==> config.mk <==
export PLATFORM = sky130hd
export DESIGN_NAME = shift_cmd_ctrl
export DESIGN_NICKNAME = d
export VERILOG_FILES = /design/src/rtl/shift_cmd_ctrl.sv
export SDC_FILE = /design/constraint.sdc
export NUM_CORES = 1
export LEC_CHECK = 0
export CAP_MARGIN = 20
export CORE_UTILIZATION = 45
export CTS_BUF_LIST = sky130_fd_sc_hd__clkbuf_8
export DETAILED_ROUTE_END_ITERATION = 10
export PLACE_DENSITY = 0.66
export SKIP_LAST_GASP = 1
export SLEW_MARGIN = 20
export SYNTH_ARGS = -nofsm -noshare
export SYNTH_HDL_FRONTEND = slang
export SYNTH_SLANG_ARGS = --single-unit
==> constraint.sdc <==
create_clock -name clk -period 4.52 [get_ports clk]
set_input_delay 1.356 -clock clk [delete_from_list [all_inputs] [get_ports clk]]
set_output_delay 1.356 -clock clk [all_outputs]
set_load 0.005 [all_outputs]
==> src/rtl/shift_cmd_ctrl.sv <==
// shift_cmd_ctrl
//   Command sequencer plus a 16-entry operand register file. It feeds a
//   registered left shifter that has one cycle of latency, and it writes the
//   shifter result back into the register file.
//
// Handshake: a command transfers on a rising edge where cmd_valid and
//   cmd_ready are both high. cmd_ready is high only in IDLE. While cmd_ready
//   is low, the sender keeps cmd_valid asserted and cmd_* are ignored.
//
// Ports
//   clk, rst_n          clock, asynchronous active-low reset
//   cmd_valid/ready     command handshake
//   cmd_src/amt/dst     source index, shift amount, destination index
//   wr_en/addr/data     host write port (any state, any edge)
//   rd_addr/rd_data     combinational host read port
//   sh_a, sh_shift      registered operand and amount to the shifter
//   sh_r                shifter result, valid while in WAIT
//   busy                high in ISSUE and WAIT
//   done                one-cycle pulse in the cycle after writeback
//   dbg_state           current FSM state (0=IDLE, 1=ISSUE, 2=WAIT)
module shift_cmd_ctrl #(
  parameter int WIDTH = 16,
  parameter int NREG  = 16
) (
  input  logic             clk,
  input  logic             rst_n,
  input  logic             cmd_valid,
  output logic             cmd_ready,
  input  logic [3:0]       cmd_src,
  input  logic [3:0]       cmd_amt,
  input  logic [3:0]       cmd_dst,
  input  logic             wr_en,
  input  logic [3:0]       wr_addr,
  input  logic [WIDTH-1:0] wr_data,
  input  logic [3:0]       rd_addr,
  output logic [WIDTH-1:0] rd_data,
  output logic [WIDTH-1:0] sh_a,
  output logic [3:0]       sh_shift,
  input  logic [WIDTH-1:0] sh_r,
  output logic             busy,
  output logic             done,
  output logic [1:0]       dbg_state
);

  typedef enum logic [1:0] {
    ST_IDLE  = 2'd0,
    ST_ISSUE = 2'd1,
    ST_WAIT  = 2'd2
  } state_t;

  state_t           r_state;
  logic [WIDTH-1:0] r_regs [NREG];
  logic [WIDTH-1:0] r_sh_a;
  logic [3:0]       r_sh_shift;
  logic [3:0]       r_dst;
  logic             r_done;

  always_ff @(posedge clk or negedge rst_n) begin
    if (!rst_n) begin
      r_state    <= ST_IDLE;
      r_sh_a     <= '0;
      r_sh_shift <= '0;
      r_dst      <= '0;
      r_done     <= 1'b0;
      for (int i = 0; i < NREG; i++) begin
        r_regs[i] <= '0;
      end
    end else begin
      r_done <= 1'b0;

      // The host write comes first. In WAIT, a writeback to the same index
      // comes later in this block, so it overrides the host write.
      if (wr_en) begin
        r_regs[wr_addr] <= wr_data;
      end

      case (r_state)
        ST_IDLE: begin
          if (cmd_valid) begin
            // This reads the pre-edge register value. A host write on this
            // same edge is therefore not seen by the command.
            r_sh_a     <= r_regs[cmd_src];
            r_sh_shift <= cmd_amt;
            r_dst      <= cmd_dst;
            r_state    <= ST_ISSUE;
          end
        end
        ST_ISSUE: begin
          // The shifter captures sh_a/sh_shift at this edge.
          r_state <= ST_WAIT;
        end
        ST_WAIT: begin
          r_regs[r_dst] <= sh_r;
          r_done        <= 1'b1;
          r_state       <= ST_IDLE;
        end
        default: begin
          r_state <= ST_IDLE;
        end
      endcase
    end
  end

  assign cmd_ready = (r_state == ST_IDLE);
  assign busy      = ~cmd_ready;
  assign done      = r_done;
  assign sh_a      = r_sh_a;
  assign sh_shift  = r_sh_shift;
  assign rd_data   = r_regs[rd_addr];
  assign dbg_state = r_state;

endmodule

==> impl_metrics.ini, run 1 <==
[cells_and_area]
drive_above_1_share = 0.172
nets = 1631
layoutNonFillerInstCount = 2121
area_growth_syn_to_layout_pct = 14.7

[drt]
wl_um = 56100
drc = 0
dr.first_iter.drc_count = 1277
dr.pass1.iters = 5
vias = 13132
wl_per_cell_um = 26.5
vias_per_cell = 6.19
drtAntennaViolNets = 0

[critical_path]
max_stage_delay_ns = 0.55
cp-start-kind = input port
critical_path_depth = 6
cp_cell_sequence = buf_12, buf_12, buf_4, mux4_1, mux4_2, clkdlybuf4s15_1
cp_max_fo = 13
required_ns = 3.16
crit_slowest_cell = mux4_2
r2r_start = dbg_state[0]$_DFFE_PN0P_
critPathBufInv = 4
reg2reg_to = r_regs[218]$_DFF_PN0_
critical_path_class = in2out
worstPathArrival_ns = 3.22
r2r.worst_path.cells = 4
path_delay_family = multiplexers
timing.critical_path.mode_cell = buf_12
rrSetupSlack_ns = 2.49
cp-end-kind = output port

[sta]
rsz0062_at_grt = yes
post-route-period-util = 1.01
fin_skew_ns = 0.0173
max_slew_margin = 0.418
max_freq_ghz = 0.218
finalSetupViolCount = 1
fin_ws_ns = -0.0604
period_needed_ns = 4.58
tns_ns = -0.0604
hold_viol_final = 0
tightest_slew_ns = 0.873
drv_slew = 0

[placement]
port_buffers = 96
place_congestion = 0.858
dp_hpwl_um = 34500
dp_cells = 2024

[floorplanning]
rows = 71
die_width_um = 197
die-area_sq_um = 38800
initial_core_util = 0.456
dieHeight_um = 197
core_sq_um = 37600
pin_count = 97

[synth]
synthArstFlopShare = 1.00
synthFlopType = dfrtp_1
synth-edff-count = 0
avgSynthCellArea_sq_um = 11.2
syn_nets = 1580
netlist_top_cells_area = dfrtp_1 (41%), mux2i_1 (17%), mux4_2 (14%)
ys_ff_latch = 283
synth_cell_types = 41
ys.warnings.count = 0
synthTopCellsByCount = mux2i_1 (297), dfrtp_1 (283), nand2_1 (165)
yosysMostFrequentCell = mux2i_1
synth_area_sq_um = 17100
synth_largest_area_cell = dfrtp_1
synth_top_area_share = 0.414
ys_seq_area_frac = 0.414
synthCells = 1524

[worst_hold_path]
hp-start = sh_shift[3]$_DFFE_PN0P_
hold_path.class = reg2reg
min_to = sh_shift[3]$_DFFE_PN0P_
min_path_cells = 2

[clock_tree]
cts_htree_levels = 2
root_buffer = clkbuf_8
insertion_delay_ns = 0.60
clock_sinks = 283
postCtsHoldBufs = 0
cts_made_buffers = 49
path_clk_slew_ns = 0.05
clockBufferDepth = 3
cts_tree = built

[global_route]
grt_max_degree = 91
grt_pass1_vias = 12978
grt_pass1_wl_um = 84000
grt-ovfl-total = 0
grt.total_usage = 0.295
antenna_found_initial = 5

[power_and_ir_drop]
irDropWorstVdd_mv = 0.227
powerDensity_nw_per_um2 = 542
power_leakage_nw = 8.26

[outcome]
violations = setup timing
status = finished with violations

[flow_run]
cap_violations = 0
==> cells by family (layout without fill, tap and decap cells) <==
| kind of cell | count (synthesis) | count (layout) | synth area share |
|---|---|---|---|
| muxes | 435 | 435 | 0.362 |
| DFF | 283 | 283 | 0.414 |
| AOI/OAI and AO/OA | 291 | 291 | 0.0887 |
| buffers and inverters | 169 | 252 | 0.0487 |
| other | 0 | 3 | 0 |
| and+or+nand+nor | 346 | 346 | 0.0874 |
==> layout by cell type (no fill, tap or decap), types with 17 or more instances in the layout <==
master / instances
nand2_1: 165
dfrtp_1: 283
inv_1: 17
mux4_2: 107
o21ai_0: 135
nor2_1: 131
clkdlybuf4s50_1: 74
mux4_1: 29
buf_4: 57
clkbuf_8: 58
a21oi_1: 131
mux2i_1: 297
==> registers in the layout, indices dropped and copies added (netlist names) <==
register   flops
dbg_state      2
done           1
sh_shift       4
r_dst          4
sh_a          16
r_regs       256
==> per-stage QoR <==
stage	util	total power [W]	worst slack [ns]	instance area [sq um]	hold slack (ns)
after floorplan	-	0.00684	0.497	17100	0.470
after global placement	0.493	0.00806	-0.217	18500	0.459
after detailed placement	0.493	0.00823	-0.214	18500	0.466
after CTS	0.522	0.0106	-0.0800	19600	0.484
after global routing	0.523	0.0112	-0.0707	19600	0.508
final	0.523	0.0107	-0.0604	19600	0.477
==> per-layer routing <==
metal  global-route usage  share of wire
met5                    0        0.00062
met4                0.167          0.058
met3               0.0651          0.079
met2                0.478           0.48
met1                0.368           0.38
==> timing repair <==
| action | 4_1_cts | 5_1_grt |
|---|---|---|
| gates resized for setup | 23 | 5 |
| buffers inserted | 9 | 0 |
| pin swaps | 0 | 0 |
| endpoints found under the setup margin | 16 | 4 |
| gates cloned | 2 | 0 |
==> power by group <==
group	total, W	switching, W	internal (W)
Combinational	0.00340	0.00132	0.00208
Sequential	0.00484	0.00111	0.00372
Clock	0.00242	0.00109	0.00132
Total	0.0107	0.00353	0.00712
==> cell type report <==
cell class / instances / area (sq um)
fillers: 3251 / 17900
multi-input cells: 1072 / 9240
flip-flops and latches: 283 / 7080
repair buffers: 167 / 1690
clock buffers: 58 / 798
well taps: 511 / 639
clock inverters: 25 / 183
inverters: 2 / 7.51
diodes: 3 / 7.51
==> tightest hold or removal path, delay by kind of cell, from the launching register on <==
kind | cells | cell delay, ns
DFF | 1 | 0.34
and+or+nand+nor | 2 | 0.10
==> worst max path at each step <==
| stage | start | end | slack, ns |
|---|---|---|---|
| floorplan | rd_addr[0] | rd_data[13] | 0.50 |
| global placement | rd_addr[0] | rd_data[13] | -0.22 |
| detailed placement | rd_addr[0] | rd_data[13] | -0.21 |
| CTS | rd_addr[0] | rd_data[14] | -0.08 |
| global route | rd_addr[0] | rd_data[14] | -0.07 |
| finish | rd_addr[0] | rd_data[14] | -0.06 |
No activity file was read; power rests on OpenSTA's default activity.
==> run 2, diff against run 1 <==
CORE_UTILIZATION = 50   (was 45)
HOLD_SLACK_MARGIN = 0.12   (was default)
PLACE_DENSITY = 0.72   (was 0.66)
==> run 2 against run 1 <==
  * The flow still finishes with violations (setup timing)
  * Sequential power is essentially flat
  * Sequential cell count unchanged
  * Global-route usage grew 2.8 points
  * Via count is 2.3% higher
  * Combinational power about the same
  * Critical path depth unchanged
  * Critical endpoint is now rd_data[15]
==> impl_metrics.ini, run 2 (synthesis results as in run 1) <==
[drt]
drc = 0
wl_per_cell_um = 27.0
dr.first_iter.drc_count = 1572
dr.pass1.iters = 6
vias = 13439
vias_per_cell = 6.52
wl_um = 55600
drtAntennaViolNets = 0

[clock_tree]
path_clk_slew_ns = 0.05
cts_made_buffers = 50
clockBufferDepth = 3
cts_htree_levels = 2
root_buffer = clkbuf_8
clock_sinks = 283
postCtsHoldBufs = 0
insertion_delay_ns = 0.61
cts_tree = built

[floorplanning]
initial_core_util = 0.509
pin_count = 97
die_width_um = 187
rows = 67
dieHeight_um = 187
core_sq_um = 33600
die-area_sq_um = 35000

[outcome]
status = finished with violations
violations = setup timing

[cells_and_area]
area_growth_syn_to_layout_pct = 14.6
drive_above_1_share = 0.176
final_cell_mix = mux2i_1 (297), dfrtp_1 (283), nand2_1 (165)
largest-register = r_regs
finalInstanceArea_sq_um = 19600
nets = 1630
layout_commonest_cell = mux2i_1
largest_register_ffs = 256

[worst_hold_path]
min_path_cells = 2
min_to = sh_shift[3]$_DFFE_PN0P_
hold_path.class = reg2reg
hp-start = sh_shift[3]$_DFFE_PN0P_

[flow_run]
cap_violations = 0

[critical_path]
reg2reg_to = sh_a[13]$_DFFE_PN0P_
r2r_start = dbg_state[0]$_DFFE_PN0P_
max_stage_delay_ns = 0.52
timing.critical_path.mode_cell = mux4_2
r2r.worst_path.cells = 4
required_ns = 3.16
worstPathArrival_ns = 3.19
critical_path_class = in2out
critPathBufInv = 4
cp_cell_sequence = buf_12, bufbuf_16, buf_4, mux4_2, mux4_2, clkdlybuf4s15_1
cp-end-kind = output port
crit_slowest_cell = mux4_2
path_delay_family = multiplexers
cp_max_fo = 9
rrSetupSlack_ns = 2.35
cp-start-kind = input port

[power_and_ir_drop]
irDropWorstVdd_mv = 0.279
powerDensity_nw_per_um2 = 544
power_leakage_nw = 8.31

[sta]
rsz0062_at_grt = yes
tightest_slew_ns = 1.14
fin_skew_ns = 0.0214
post-route-period-util = 1.01
drv_slew = 0
finalSetupViolCount = 1
hold_viol_final = 0
max_freq_ghz = 0.220
period_needed_ns = 4.55
max_slew_margin = 0.238
fin_ws_ns = -0.0292

[global_route]
antenna_found_initial = 4
grt-ovfl-total = 0
grt_max_degree = 110
grt.total_usage = 0.323
grt_pass1_vias = 13263
grt_pass1_wl_um = 84400

[placement]
dp_hpwl_um = 33200
dpl-instance-area_sq_um = 18400
place_congestion = 0.874
place_worst_setup_slack_ns = -0.198
port_buffers = 96
==> run 2: cell count changes in the layout (fill, tap and decap cells not counted), moves of 2 or more <==
| cell | delta |
|---|---|
| clkdlybuf4s15_1 | -3 |
| dlygate4sd2_1 | +2 |
| inv_6 | +2 |
| bufbuf_16 | +2 |
| bufinv_16 | -3 |
| clkinv_2 | +3 |
| clkbuf_8 | +7 |
| buf_4 | -5 |
==> run 2: what timing repair did <==
action	in CTS	in global routing
setup endpoints to repair	16	3
gates cloned	3	0
pin swaps	0	0
setup buffers	4	3
gates resized for setup	19	5
hold endpoints to repair	0	0
==> run 2: how the worst max path moves through the flow <==
stage                     startpoint          end  slack (ns)  cells past startpoint
after CTS                 rd_addr[0]  rd_data[15]       -0.08                      6
after detailed placement  rd_addr[0]   rd_data[5]       -0.20                      5
after global placement    rd_addr[0]  rd_data[15]       -0.18                      5
after floorplan           rd_addr[0]  rd_data[13]        0.50                      4
after global routing      rd_addr[0]  rd_data[15]       -0.04                      6
final                     rd_addr[0]  rd_data[15]       -0.03                      6
==> run 2: through the flow <==
| step | util | hold WS (ns) | setup TNS, ns | instances | total power (W) |
|---|---|---|---|---|---|
| 2_1_floorplan | - | 0.470 | 0 | 1524 | 0.00684 |
| 3_3_place_gp | 0.549 | 0.459 | -2.28 | 1960 | 0.00807 |
| 3_5_place_dp | 0.549 | 0.466 | -2.54 | 1960 | 0.00824 |
| 4_1_cts | 0.583 | 0.484 | -0.154 | 2057 | 0.0106 |
| 5_1_grt | 0.584 | 0.513 | -0.0431 | 2060 | 0.0112 |
| 6_report | 0.584 | 0.482 | -0.0292 | 2062 | 0.0107 |
==> run 2: layout make-up <==
type,count,area (sq um)
diodes,2,5.00
clock buffers,65,895
clock inverters,25,114
fillers,2699,14000
inverters,2,7.51
multi-input cells,1072,9240
flip-flops and latches,283,7080
well taps,448,561
repair buffers,165,1720
==> run 2: routing by layer <==
layer | share of wire | wire length [um] | track usage
met1 | 0.39 | 21500 | 0.428
met2 | 0.46 | 25300 | 0.496
met3 | 0.10 | 5570 | 0.0737
met4 | 0.058 | 3210 | 0.174
met5 | 0.00058 | 32 | 0
==> run 2: where the power goes <==
group	leakage [nW]	switching (W)	internal, W	total [W]
logic	4.36	0.00133	0.00208	0.00342
clock network	0.588	0.00113	0.00129	0.00241
registers	3.36	0.00113	0.00372	0.00485
total	8.31	0.00359	0.00709	0.0107
==> run 2: tightest hold or removal path, cell delays in order, from the launching register on <==
cell	delay (ns)
dfrtp_1	0.34
nand2_1	0.05
nand2_1	0.05
==> run 3, diff against run 2 <==
CELL_PAD_IN_SITES_DETAIL_PLACEMENT = 1   (was default)
CELL_PAD_IN_SITES_GLOBAL_PLACEMENT = 2   (was default)
CORE_UTILIZATION = 42   (was 50)
PLACE_DENSITY = 0.85   (was 0.72)
==> run 3 against run 2 <==
  * Sequential share of layout area decreased by 0.25 points
  * Fmax up 0.32%
  * Total power increased by 0.80%
  * Setup slack improved by 0.015 ns
  * Clock-buffer cell count shrank 1
  * Sequential power grew 1%
  * Worst hold slack got worse by 0.013 ns
  * The run still ends with setup timing left
  * Non-clock buffer count is 11 higher
==> impl_metrics.ini, run 3 (synthesis results as in run 1) <==
[cells_and_area]
largest-register = r_regs
largest_register_ffs = 256
regArea_sq_um = 7080
multi_input_area_sq_um = 9240
layout_commonest_cell = mux2i_1
area_growth_syn_to_layout_pct = 15.4
finalInstanceArea_sq_um = 19800
final_cell_mix = mux2i_1 (297), dfrtp_1 (283), nand2_1 (165)
drive_above_1_share = 0.179
nets = 1642
fill_cells = 4307

[drt]
vias = 13608
dr.first_iter.drc_count = 1148
drtAntennaViolNets = 0
vias_per_cell = 6.32
drc = 0
wl_per_cell_um = 29.4
dr.pass1.iters = 5
wl_um = 63300

[worst_hold_path]
hold_path.class = reg2reg

[placement]
place_congestion = 0.840
dp_hpwl_um = 38900
port_buffers = 96
dpl-instance-area_sq_um = 18500
place_worst_setup_slack_ns = -0.290

[floorplanning]
pin_count = 97
rows = 73
die_width_um = 204
core_sq_um = 40000
die-area_sq_um = 41600
dieHeight_um = 204
initial_core_util = 0.428

[flow_run]
cap_violations = 0

[power_and_ir_drop]
power_w = 0.0108
p_comb_frac = 0.323
seqPwrFrac = 0.455
irDropWorstVdd_mv = 0.215
p_sw_w = 0.00370
clkPwrFrac = 0.222
p_int_w = 0.00707
powerDensity_nw_per_um2 = 545
power_leakage_nw = 8.34
p_sw_frac = 0.343

[sta]
fin_skew_ns = 0.0168
post-route-period-util = 1.00
fin_ws_ns = -0.0145
tns_ns = -0.0158
period_needed_ns = 4.53
max_freq_ghz = 0.221
tightest_slew_ns = 0.999
rsz0062_at_grt = yes
finalSetupViolCount = 2
hold_viol_final = 0
max_slew_margin = 0.333
drv_slew = 0

[global_route]
globalRoute.busiestLayer = met2
antenna_found_initial = 6
grt_max_degree = 101
use_met3 = 0.0657
gr-usage-met1 = 0.390
grt-ovfl-total = 0
grt.total_usage = 0.311
grt_use_met2 = 0.503
grt_pass1_vias = 14130
grt_pass1_wl_um = 94300

[clock_tree]
cts_made_buffers = 51
cts_htree_levels = 2
clock_sinks = 283
insertion_delay_ns = 0.60
root_buffer = clkbuf_8
path_clk_slew_ns = 0.06
clockBufferDepth = 3
cts_tree = built

[critical_path]
cp-start-kind = input port
cp-end-kind = output port
required_ns = 3.16
critical_path_class = in2out
worstPathArrival_ns = 3.18
cp_max_fo = 10

[outcome]
violations = setup timing
status = finished with violations
==> run 3: cell types whose count changed in the layout (fill, tap and decap cells not counted), sizes merged <==
cell / before / now
clkdlybuf4s15: 1 / 3
dlymetal6s2s: 2 / 3
clkinv: 9 / 6
clkdlybuf4s50: 74 / 73
buf: 72 / 87
inv: 18 / 21
bufbuf: 2 / 0
clkbuf: 66 / 64
dlygate4sd2: 13 / 10
clkinvlp: 0 / 1
diode: 2 / 4
==> run 3: timing repair <==
item,CTS,global route
cloned,2,0
gates resized for setup,24,6
pin swaps,0,0
endpoints found under the setup margin,16,6
hold buffers,0,0
buffers inserted,8,7
==> run 3: worst paths after layout <==
check	start	to	slack [ns]	cells past startpoint
worst max register to register	dbg_state[0]$_DFFE_PN0P_	r_regs[119]$_DFF_PN0_	1.96	5
worst max-delay path	rd_addr[0]	rd_data[11]	-0.01	6
worst min-delay path	sh_shift[2]$_DFFE_PN0P_	sh_shift[2]$_DFFE_PN0P_	0.47	2
min in group asynchronous	rst_n	r_regs[50]$_DFF_PN0_	0.79	1
max in group asynchronous	rst_n	r_regs[90]$_DFF_PN0_	2.74	2
worst min register to register	sh_shift[2]$_DFFE_PN0P_	sh_shift[2]$_DFFE_PN0P_	0.47	2
==> run 3: worst max-delay path, cell delays in order <==
cell and delay [ns]:
buf_16 0.15, buf_12 0.16, buf_4 0.13, mux4_1 0.54, mux4_2 0.52, dlygate4sd2_1 0.30
==> run 3: final cells by class <==
cell class	instances	area share
flip-flops and latches	283	0.358
diodes	4	0.000507
multi-input cells	1072	0.468
clock inverters	26	0.00545
well taps	525	0.0332
clock buffers	64	0.0446
inverters	2	0.000380
repair buffers	176	0.0898
==> run 3: metrics by stage <==
step                      hold WS (ns)  utilization  std cells
after global placement           0.459        0.463       2041
after CTS                        0.477        0.492       2141
final                            0.469        0.494       2152
after global routing             0.485        0.494       2149
after detailed placement         0.462        0.463       2041
after floorplan                  0.470            -       1524
==> run 3: per-layer routing <==
metal | share of wire | vias to the layer above
met3 | 0.070 | 192
met1 | 0.40 | 7141
li1 | - | 5703
met5 | 0.00032 | -
met4 | 0.052 | 4
met2 | 0.48 | 568
==> run 3: power groups by stage <==
stage          logic (W)  registers [W]  clock network [W]
2_1_floorplan    0.00252        0.00432                  0
3_3_place_gp     0.00331        0.00479                  0
3_5_place_dp     0.00351        0.00483                  0
4_1_cts          0.00349        0.00482            0.00243
5_1_grt          0.00380        0.00498            0.00254
6_report         0.00348        0.00490            0.00239
==> variant: new RTL, settings of run 3 <==
`NREG`: 16 -> 8.
--- a/src/rtl/shift_cmd_ctrl.sv
+++ b/src/rtl/shift_cmd_ctrl.sv
@@ -21,5 +21,5 @@
 module shift_cmd_ctrl #(
   parameter int WIDTH = 16,
-  parameter int NREG  = 16
+  parameter int NREG  = 8
 ) (
   input  logic             clk,
Formal check against the unedited RTL: not equivalent (Yosys sat finds a counterexample within 4 cycles, from zero or initial values and one cycle with rst_n low).
==> variant against run 3 <==
Worst setup slack improved by 0.11 ns. Synthesized area decreased by 44%. First-iteration DRC count decreased by 24%. Routed wire length decreased by 37%. Global-route usage increased by 4.1 points. Sequential cell count decreased by 128. Power decreased by 44%. Design area decreased by 45%. Critical endpoint is now rd_data[12]. Highest routed layer unchanged.
==> variant: results <==
set metrics [dict create \
    met3_usage_pct 5.36 \
    cts_max_level 4 \
    diodes 0 \
    cts_setup_buffers 0 \
    drt_iter0_drc 873 \
    drt-met1-wl_um 16400 \
    hold_start "sh_a[12]" \
    finalSetupTns_ns 0 \
    crit_path_max_fanout 20 \
    ir_drop_uv 203 \
    grt_max_degree 68 \
    crit_arrival_ns 3.06 \
    port_buffers 94 \
    grt_use_met2_pct 57.6 \
    gp_congestion 0.797 \
    synth_area_leaders "dfrtp_1, a31oi_1, mux4_2, nand3_1, nor3_1" \
    r2r_cells 3 \
    grtUsageMet1_pct 45.8 \
    grt_usage_pct 35.2 \
    combPwrFrac_pct 38.3 \
    grt_pass1_vias 9611 \
    dr_wl_met2_um 19500 \
    largest_reg_flops 128 \
    cts_resized 0 \
    dr_total_vias 9316 \
    clockBufferDepth 2 \
    worst_r2r_endpoint "r_regs[36]" \
    path_clk_slew_ns 0.09 \
    place_ws_ns 0.104 \
    status "finished clean" \
]
==> variant: cell type report <==
| class | instances | area (sq um) | area share, % |
|---|---|---|---|
| tap | 280 | 350 | 3.21 |
| timing repair buffer | 125 | 1220 | 11.2 |
| sequential | 155 | 3880 | 35.5 |
| clock inverter | 13 | 151 | 1.39 |
| multi-input combinational | 730 | 5050 | 46.2 |
| clock buffer | 19 | 262 | 2.39 |
| inverter | 2 | 7.51 | 0.0687 |
==> variant: cells by family (layout without fill, tap and decap cells) <==
| family | after synthesis | after routing | synth area share, % |
|---|---|---|---|
| compound gates | 304 | 304 | 18.8 |
| flops | 155 | 155 | 40.5 |
| simple gates | 306 | 306 | 16.3 |
| buf+inv | 161 | 159 | 6.98 |
| mux | 120 | 120 | 17.4 |
==> variant: worst max-delay path, cell delays in order <==
cell and delay (ns):
buf_2 0.11, buf_12 0.22, mux4_2 0.56, mux2_2 0.30, clkdlybuf4s50_1 0.50
